<file path="config.mk">
export PLATFORM = sky130hd
export DESIGN_NAME = wt_mem_port_arbiter
export DESIGN_NICKNAME = d
export VERILOG_FILES = /design/src/rtl/wt_cache_pkg.sv /design/src/rtl/wt_mem_rr_arbiter.sv /design/src/rtl/wt_mem_port_arbiter.sv
export SDC_FILE = /design/constraint.sdc
export NUM_CORES = 1
export LEC_CHECK = 0
export ABC_AREA = 1
export ABC_CLOCK_PERIOD_IN_PS = 2680
export BUFFER_PORTS_ARGS = -buffer_cell sky130_fd_sc_hd__buf_2
export CORE_AREA = 2 2 259 261
export DETAILED_ROUTE_END_ITERATION = 8
export DIE_AREA = 0 0 261 263
export PLACE_DENSITY = 0.5
export RECOVER_POWER = 50
export SLEW_MARGIN = 20
export SYNTH_ARGS = -nofsm -noshare
export SYNTH_HDL_FRONTEND = slang
export SYNTH_SLANG_ARGS = --single-unit
</file>
<file path="constraint.sdc">
create_clock -name clk_i -period 2.68 [get_ports clk_i]
set_input_delay 0.134 -clock clk_i [delete_from_list [all_inputs] [get_ports clk_i]]
set_output_delay 0.134 -clock clk_i [all_outputs]
set_load 0.05 [all_outputs]
</file>
<file path="src/rtl/wt_cache_pkg.sv">
// Shared helpers for the write-through cache memory-side arbiter:
// port-index width and tagged transaction-ID packing/unpacking.
package wt_cache_pkg;

  localparam int unsigned WtMemMaxOutstanding = 4;

  function automatic int unsigned port_id_w(input int unsigned num_ports);
    return (num_ports > 1) ? $clog2(num_ports) : 1;
  endfunction

  // Tags are {port, tid}; helpers work on 32-bit containers and callers truncate.
  function automatic logic [31:0] tag_pack(input logic [31:0] port,
                                           input logic [31:0] tid,
                                           input int unsigned tid_w);
    return (port << tid_w) | (tid & ((32'd1 << tid_w) - 32'd1));
  endfunction

  function automatic logic [31:0] tag_port(input logic [31:0] tag, input int unsigned tid_w);
    return tag >> tid_w;
  endfunction

  function automatic logic [31:0] tag_tid(input logic [31:0] tag, input int unsigned tid_w);
    return tag & ((32'd1 << tid_w) - 32'd1);
  endfunction

endpackage

</file>
<file path="src/rtl/wt_mem_rr_arbiter.sv">
// Round-robin picker: one-hot grant for the first eligible port at or after
// the pointer (wrapping), pointer moves past the winner on advance.
module wt_mem_rr_arbiter #(
  parameter int unsigned NumPorts = 2,
  parameter int unsigned PtrW     = 1
) (
  input  logic                clk_i,
  input  logic                rst_ni,
  input  logic [NumPorts-1:0] elig_i,
  input  logic                advance_i,
  output logic [NumPorts-1:0] gnt_o,
  output logic [PtrW-1:0]     win_o
);

  logic [PtrW-1:0] ptr_q, ptr_d;
  logic            found;

  always_comb begin
    gnt_o = '0;
    win_o = '0;
    found = 1'b0;
    ptr_d = ptr_q;
    // First pass covers ports at/after the pointer, second pass wraps around.
    for (int p = 0; p < NumPorts; p++) begin
      if (!found && elig_i[p] && (p >= int'(ptr_q))) begin
        found    = 1'b1;
        gnt_o[p] = 1'b1;
        win_o    = PtrW'(p);
      end
    end
    for (int p = 0; p < NumPorts; p++) begin
      if (!found && elig_i[p]) begin
        found    = 1'b1;
        gnt_o[p] = 1'b1;
        win_o    = PtrW'(p);
      end
    end
    if (advance_i && found) begin
      ptr_d = (win_o == PtrW'(NumPorts - 1)) ? '0 : win_o + PtrW'(1);
    end
  end

  always_ff @(posedge clk_i or negedge rst_ni) begin
    if (!rst_ni) ptr_q <= '0;
    else         ptr_q <= ptr_d;
  end

endmodule

</file>
<file path="src/rtl/wt_mem_port_arbiter.sv">
// N-port memory-side arbiter: round-robin request merge with {port, tid}
// tagging, per-port outstanding limit, and tag-routed registered returns.
module wt_mem_port_arbiter
  import wt_cache_pkg::*;
#(
  parameter int unsigned NumPorts       = 2,
  parameter int unsigned ReqWidth       = 128,
  parameter int unsigned RtrnWidth      = 128,
  parameter int unsigned TxIdWidth      = 2,
  parameter int unsigned MaxOutstanding = WtMemMaxOutstanding,
  localparam int unsigned PortIdW       = port_id_w(NumPorts),
  localparam int unsigned TagW          = PortIdW + TxIdWidth
) (
  input  logic                                clk_i,
  input  logic                                rst_ni,
  input  logic [NumPorts-1:0]                 port_req_i,
  input  logic [NumPorts-1:0][ReqWidth-1:0]   port_data_i,
  input  logic [NumPorts-1:0][TxIdWidth-1:0]  port_tid_i,
  output logic [NumPorts-1:0]                 port_ack_o,
  output logic [NumPorts-1:0]                 port_rtrn_vld_o,
  output logic [RtrnWidth-1:0]                port_rtrn_data_o,
  output logic [TxIdWidth-1:0]                port_rtrn_tid_o,
  output logic                                mem_req_o,
  output logic [ReqWidth-1:0]                 mem_data_o,
  output logic [TagW-1:0]                     mem_tid_o,
  input  logic                                mem_ack_i,
  input  logic                                mem_rtrn_vld_i,
  input  logic [RtrnWidth-1:0]                mem_rtrn_data_i,
  input  logic [TagW-1:0]                     mem_rtrn_tid_i,
  input  logic                                mem_rtrn_last_i,
  output logic                                idle_o,
  output logic                                err_unexp_rtrn_o
);

  localparam int unsigned CntW = $clog2(MaxOutstanding + 1);

  logic [NumPorts-1:0]           elig, gnt, rtrn_hit, rtrn_zero;
  logic [NumPorts-1:0][CntW-1:0] cnt;
  logic [PortIdW-1:0]            win_idx, rtrn_port;
  logic [TxIdWidth-1:0]          rtrn_tid;
  logic                          rtrn_port_ok, capture;

  logic                 mem_vld_q, mem_vld_d;
  logic [ReqWidth-1:0]  mem_data_q, mem_data_d;
  logic [TagW-1:0]      mem_tid_q, mem_tid_d;
  logic [NumPorts-1:0]  rtrn_vld_q;
  logic [RtrnWidth-1:0] rtrn_data_q;
  logic [TxIdWidth-1:0] rtrn_tid_q;
  logic                 err_q, err_d;

  assign rtrn_port    = PortIdW'(tag_port(32'(mem_rtrn_tid_i), TxIdWidth));
  assign rtrn_tid     = TxIdWidth'(tag_tid(32'(mem_rtrn_tid_i), TxIdWidth));
  assign rtrn_port_ok = (32'(rtrn_port) < NumPorts);

  // The output stage refills on the same cycle it drains, giving one request per cycle.
  assign capture    = !mem_vld_q || mem_ack_i;
  assign port_ack_o = capture ? gnt : '0;

  wt_mem_rr_arbiter #(
    .NumPorts (NumPorts),
    .PtrW     (PortIdW)
  ) i_rr (
    .clk_i     (clk_i),
    .rst_ni    (rst_ni),
    .elig_i    (elig),
    .advance_i (capture),
    .gnt_o     (gnt),
    .win_o     (win_idx)
  );

  for (genvar gi = 0; gi < NumPorts; gi++) begin : g_port
    logic [CntW-1:0] cnt_q, cnt_d;
    logic            inc, dec;

    assign rtrn_hit[gi]  = mem_rtrn_vld_i && (rtrn_port == PortIdW'(gi));
    assign rtrn_zero[gi] = rtrn_hit[gi] && (cnt_q == '0);
    assign inc           = port_ack_o[gi];
    assign dec           = rtrn_hit[gi] && mem_rtrn_last_i && (cnt_q != '0);
    assign elig[gi]      = port_req_i[gi] && (cnt_q < CntW'(MaxOutstanding));
    assign cnt[gi]       = cnt_q;

    always_comb begin
      cnt_d = cnt_q;
      if (inc && !dec)      cnt_d = cnt_q + CntW'(1);
      else if (dec && !inc) cnt_d = cnt_q - CntW'(1);
    end

    always_ff @(posedge clk_i or negedge rst_ni) begin
      if (!rst_ni) cnt_q <= '0;
      else         cnt_q <= cnt_d;
    end
  end

  always_comb begin
    mem_vld_d  = mem_vld_q;
    mem_data_d = mem_data_q;
    mem_tid_d  = mem_tid_q;
    if (capture) begin
      mem_vld_d = |gnt;
      for (int p = 0; p < NumPorts; p++) begin
        if (gnt[p]) begin
          mem_data_d = port_data_i[p];
          mem_tid_d  = TagW'(tag_pack(32'(win_idx), 32'(port_tid_i[p]), TxIdWidth));
        end
      end
    end
  end

  // A last-return nobody is waiting for is flagged but never touches a counter.
  assign err_d = err_q | (mem_rtrn_vld_i & mem_rtrn_last_i & (~rtrn_port_ok | (|rtrn_zero)));

  always_ff @(posedge clk_i or negedge rst_ni) begin
    if (!rst_ni) begin
      mem_vld_q   <= 1'b0;
      mem_data_q  <= '0;
      mem_tid_q   <= '0;
      rtrn_vld_q  <= '0;
      rtrn_data_q <= '0;
      rtrn_tid_q  <= '0;
      err_q       <= 1'b0;
    end else begin
      mem_vld_q  <= mem_vld_d;
      mem_data_q <= mem_data_d;
      mem_tid_q  <= mem_tid_d;
      rtrn_vld_q <= rtrn_hit;
      if (mem_rtrn_vld_i) begin
        rtrn_data_q <= mem_rtrn_data_i;
        rtrn_tid_q  <= rtrn_tid;
      end
      err_q <= err_d;
    end
  end

  assign mem_req_o        = mem_vld_q;
  assign mem_data_o       = mem_data_q;
  assign mem_tid_o        = mem_tid_q;
  assign port_rtrn_vld_o  = rtrn_vld_q;
  assign port_rtrn_data_o = rtrn_data_q;
  assign port_rtrn_tid_o  = rtrn_tid_q;
  assign err_unexp_rtrn_o = err_q;
  assign idle_o           = !mem_vld_q && (cnt == '0);

endmodule

</file>
==> flow_summary.yaml, run 1 <==
timing:
  fin_tns_setup_ns: 0
  period_needed_ns: 2.39
  hold_ws_ns: 0.0250
  finalMaxSlewViolations: 210
  skew_ns: 0.00837
  worst_pin_slew_ns: 2.15
  rsz0062_at_grt: "no"
  fin_ws_ns: 0.292
  slew_headroom_pct: -43.5
  timing.final.setup_violations: 0
  fin_crit_sh_pct: 89.1
  hold_violations: 0
  fmax_mhz: 419
detailed_routing:
  drt-initial-drc-count: 724
  vias: 14500
  antenna_left: 0
  viasPerCell: 3.98
  drt-wirelength-per-cell_um: 14.8
  dr.pass1.iters: 7
  wl_um: 53900
  drc: 0
cells_and_area:
  fin_cells: 3645
  fin_area_um2: 22100
  final_nets: 3156
  area_delta_synth_final_pct: 72.4
  fillCellCount: 6968
  multi_input_area_um2: 4550
  final-seq-area_um2: 6810
  final_common_cell: "nand2_1"
  final_cell_mix: "798 x nand2_1, 658 x buf_2, 392 x dlygate4sd3_1"
  layout-drive-gt1-share_pct: 26.7
global_route:
  gr-total-overflow: 0
  grt_pass1_vias: 15000
  gr-usage-all-layers_pct: 15.2
  grt_pass1_wl_um: 82500
  grt_max_degree: 135
  antenna_found_initial: 7
clock_tree:
  htreeDepth: 2
  root_buffer: "clkbuf_16"
  post_cts_buffers: 0
  cts_hold_buffers: 392
  cts_tree: "built"
  cts.path.max_buffers: 3
  numCtsBuffers: 35
  clk_pin_slew_ns: 0.05
  cts_resized: 0
  clk_latency_ns: 0.52
  clock-sinks: 272
placement:
  dp_worst_setup_slack_ns: 0.687
  place.gp.congestion: 0.819
  dpl_cell_area_um2: 17100
  numPortBuffers: 665
  place_inst: 3189
  dp_hpwl_um: 35700
min_path:
  hold_path.class: "input port to flop"
  worstHoldStart: "port_data_i[236]"
floorplanning:
  coreArea_um2: 65600
  ios: 666
  die-area_um2: 68600
  rows: 94
  die_w_um: 261
  dieHeight_um: 263
  initial_core_util_pct: 19.5
logic_synthesis:
  syn_inst: 1735
  yosysWarnings: 0
  yosysSeqAreaShare_pct: 53.1
  ys_ff_latch: 272
  ys_types: 22
  avgSynthCellArea_um2: 7.39
  synth_fp_nets: 2137
  netlist_area_um2: 12800
worst_setup_path:
  cpMostUsedCell: "nand2_1"
  crit_path_cell_trace: "dlygate4sd3_1 > clkbuf_1 > clkbuf_4 > nand2_1 > nand2_1"
  crit_required_ns: 3.13
  worstSetupStartpoint: "mem_rtrn_vld_i"
  worst_path_largest_cell_delay_ns: 1.17
  rr_startpoint: "g_port[0].cnt_q[2]$_DFFE_PN0P_"
  critPathSlowestCell: "clkbuf_4"
  start_kind: "input port"
  cp_max_fo: 130
  crit_arrival_ns: 2.84
  crit_buf_inv: 3
  crit_family: "buffers and inverters"
  end_kind: "flop"
  worstSetupPathType: "input port to flop"
power_and_ir_drop:
  power_density_nw_per_um2: 971
  power_leakage_nw: 12.5
  vdd_ir_drop_max_mv: 0.582
status:
  outcome: "finished, violations left"
  violations: "max-capacitance violations, max-slew violations"
flow_run:
  max_cap_violations: 1
-- per-layer routing --
layer / up-vias / global-route usage [%] / routed length, um
met1: 6705 / 17.8 / 22100
met2: 464 / 26.2 / 26000
met3: 141 / 3.35 / 3240
met4: 4 / 7.13 / 2540
met5: - / 0 / 27
li1: 7197 / - / -
-- cells by family (layout without fill, tap and decap cells) --
kind of cell | count (synthesis) | in the layout | synth area share [%]
flip-flops | 272 | 272 | 53.1
buffers and inverters | 376 | 1417 | 11.8
XOR/XNOR | 4 | 4 | 0.273
adder cells (fa/ha/maj) | 4 | 4 | 0.507
AO/OA/AOI/OAI | 6 | 6 | 0.263
AND/OR/NAND/NOR | 1073 | 1073 | 34.1
other | 0 | 5 | 0
-- synthesized netlist by cell type (all sizes together) --
master / instances / share of area [%]
ha: 2 / 0.20
dfrtp: 272 / 53
nand2: 801 / 24
nand3: 266 / 10
a21oi: 3 / 0.15
nor3: 1 / 0.039
nor2: 5 / 0.17
buf: 74 / 2.9
xor2: 2 / 0.14
clkbuf: 25 / 0.73
fa: 2 / 0.31
inv: 277 / 8.1
o21ai: 3 / 0.12
xnor2: 2 / 0.14
-- metrics by stage --
stage / power [mW] / utilization, %
floorplan: 13.0 / -
global placement: 15.9 / 26.1
detailed placement: 15.9 / 26.1
CTS: 21.8 / 33.8
global route: 22.8 / 33.7
finish: 21.5 / 33.7
-- state kept, by name, indices dropped and copies added, names as in the netlist --
signal	count
mem_req_o	1
i_rr.ptr_q	1
port_rtrn_tid_o	2
g_port.cnt_q	6
port_rtrn_vld_o	2
port_rtrn_data_o	128
mem_data_o	128
err_unexp_rtrn_o	1
mem_tid_o	3
-- path summary, 6_finish.rpt --
kind	depth (start not counted)	end	slack, ns
worst max-delay path	5	port_rtrn_data_o[43]$_DFFE_PN0P_	0.29
min in group asynchronous	2	port_rtrn_data_o[17]$_DFFE_PN0P_	0.83
worst max register to register	8	mem_data_o[56]$_DFFE_PN0P_	0.39
worst min register to register	2	port_rtrn_data_o[61]$_DFFE_PN0P_	0.46
max in group asynchronous	3	mem_data_o[33]$_DFFE_PN0P_	0.59
worst min-delay path	5	mem_data_o[108]$_DFFE_PN0P_	0.03
-- worst register-to-register path: cells and delay by family (launching register included) --
family                 cells  cell delay, ns
AND/OR/NAND/NOR            5            0.67
buffers and inverters      3            1.14
flip-flops                 1            0.37
-- layout make-up --
type | count | area share, %
Timing Repair Buffer | 1081 | 34.0
Sequential cell | 272 | 30.8
Multi-Input combinational cell | 1087 | 20.6
Tap cell | 864 | 4.89
Clock buffer | 53 | 4.82
Inverter | 277 | 4.72
Clock inverter | 6 | 0.147
Antenna cell | 5 | 0.0566
-- report_power, final --
group	internal [mW]	total (mW)	leakage [nW]	switching [mW]
Combinational	3.17	10.9	8.63	7.76
Clock	2.73	4.54	0.543	1.81
Sequential	5.34	6.01	3.32	0.670
Total	11.2	21.5	12.5	10.2
Note: power is estimated with default switching activity, not from simulation.
==> run 2, diff against run 1 <==
--- a/config.mk
+++ b/config.mk
@@ -11,7 +11,7 @@
 export CORE_AREA = 2 2 259 261
 export DETAILED_ROUTE_END_ITERATION = 8
 export DIE_AREA = 0 0 261 263
-export PLACE_DENSITY = 0.5
+export PLACE_DENSITY_LB_ADDON = 0.08
 export RECOVER_POWER = 50
 export SLEW_MARGIN = 20
 export SYNTH_ARGS = -nofsm -noshare
==> flow_summary.yaml, run 2 (synthesis results as in run 1) <==
status:
  outcome: "finished, violations left"
  violations: "max-capacitance violations, max-slew violations"
cells_and_area:
  fillCellCount: 7230
  final_common_cell: "nand2_1"
  fin_area_um2: 22200
  final_cell_mix: "798 x nand2_1, 658 x buf_2, 396 x dlygate4sd3_1"
  area_delta_synth_final_pct: 73.1
  layout-drive-gt1-share_pct: 26.8
  final_nets: 3157
  fin_cells: 3648
timing:
  fin_ws_ns: 0.276
  fin_crit_sh_pct: 89.7
  hold_violations: 0
  rsz0062_at_grt: "no"
  timing.final.setup_violations: 0
  fmax_mhz: 416
  fin_tns_setup_ns: 0
  slew_headroom_pct: -20.2
  period_needed_ns: 2.40
  skew_ns: 0.00882
  finalMaxSlewViolations: 184
  worst_pin_slew_ns: 1.80
worst_setup_path:
  start_kind: "flop"
  end_kind: "flop"
  crit_required_ns: 3.10
  crit_arrival_ns: 2.83
  worstSetupPathType: "flop to flop"
  cp_max_fo: 130
placement:
  dp_worst_setup_slack_ns: 0.474
  place_inst: 3184
  numPortBuffers: 665
  dp_hpwl_um: 39200
  dpl_cell_area_um2: 17100
  place.gp.congestion: 0.781
clock_tree:
  cts_tree: "built"
  clk_latency_ns: 0.54
  cts.path.max_buffers: 3
  htreeDepth: 2
  root_buffer: "clkbuf_16"
  clock-sinks: 272
  clk_pin_slew_ns: 0.05
  numCtsBuffers: 37
detailed_routing:
  drt-initial-drc-count: 557
  wl_um: 57900
  dr.pass1.iters: 5
  vias: 14600
  drc: 0
  antenna_left: 0
  viasPerCell: 4.00
  drt-wirelength-per-cell_um: 15.9
power_and_ir_drop:
  vdd_ir_drop_max_mv: 0.702
  power_leakage_nw: 12.5
  power_density_nw_per_um2: 991
global_route:
  grt_max_degree: 135
  gr-total-overflow: 0
  gr-usage-all-layers_pct: 16.4
  grt_pass1_wl_um: 87600
  grt_pass1_vias: 15100
  antenna_found_initial: 9
floorplanning:
  ios: 666
  die-area_um2: 68600
  initial_core_util_pct: 19.5
  coreArea_um2: 65600
  rows: 94
  dieHeight_um: 263
  die_w_um: 261
min_path:
  hold_path.class: "input port to flop"
flow_run:
  max_cap_violations: 2
run 2: worst max-delay path, cell delays in order (launching register included):
cell and delay, ns:
dfrtp_1 0.39, inv_2 0.08, nand2_2 0.10, inv_4 0.11, buf_12 0.50, nand3_1 0.25, nand3_1 0.15, dlygate4sd3_1 0.55
nand2_1 0.06
run 2: final cells by class:
cell class | count | area (um2) | share of cell area, %
Timing Repair Buffer | 1080 | 7510 | 33.8
Sequential cell | 272 | 6810 | 30.7
Multi-Input combinational cell | 1087 | 4550 | 20.5
Clock buffer | 55 | 1100 | 4.97
Tap cell | 864 | 1080 | 4.87
Inverter | 277 | 1040 | 4.70
Clock inverter | 8 | 95.1 | 0.428
Antenna cell | 5 | 12.5 | 0.0564
run 2: worst paths after layout:
kind | start | to | slack (ns) | depth (start not counted)
setup / recovery | g_port[1].cnt_q[2]$_DFFE_PN0P_ | mem_data_o[78]$_DFFE_PN0P_ | 0.28 | 8
hold / removal | port_req_i[0] | i_rr.ptr_q$_DFFE_PN0P_ | 0.17 | 5
setup reg to reg | g_port[1].cnt_q[2]$_DFFE_PN0P_ | mem_data_o[78]$_DFFE_PN0P_ | 0.28 | 8
hold reg to reg | port_rtrn_data_o[50]$_DFFE_PN0P_ | port_rtrn_data_o[50]$_DFFE_PN0P_ | 0.46 | 2
max in group asynchronous | rst_ni | mem_data_o[112]$_DFFE_PN0P_ | 0.49 | 4
min in group asynchronous | rst_ni | mem_data_o[121]$_DFFE_PN0P_ | 0.62 | 2
run 2: per-stage QoR:
| step | utilization (%) | hold WS, ns | power (mW) |
|---|---|---|---|
| floorplan | - | -0.162 | 13.0 |
| global placement | 26.0 | 0.148 | 16.1 |
| detailed placement | 26.0 | 0.142 | 16.1 |
| CTS | 33.9 | 0.142 | 22.4 |
| global route | 33.8 | 0.183 | 23.4 |
| finish | 33.8 | 0.168 | 22.0 |
run 2: repair_timing:
action	4_1_cts	5_1_grt
resized for setup	0	0
hold buffers	396	0
hold endpoints to repair	317	0
buffers inserted	0	0
run 2: power by group:
| group | switching (mW) | total, mW | internal [mW] |
|---|---|---|---|
| Clock | 1.97 | 4.92 | 2.94 |
| Sequential | 0.664 | 6.00 | 5.34 |
| Combinational | 7.89 | 11.1 | 3.20 |
run 2: per-layer routing:
metal	part of all wire (%)	wire (um)	vias to the layer above	track usage, %
met5	0.086	50	-	0
met4	3.0	1730	8	5.33
met3	7.3	4210	96	4.54
met2	50	29000	417	29.7
met1	40	22900	6853	18.4
li1	-	-	7207	-
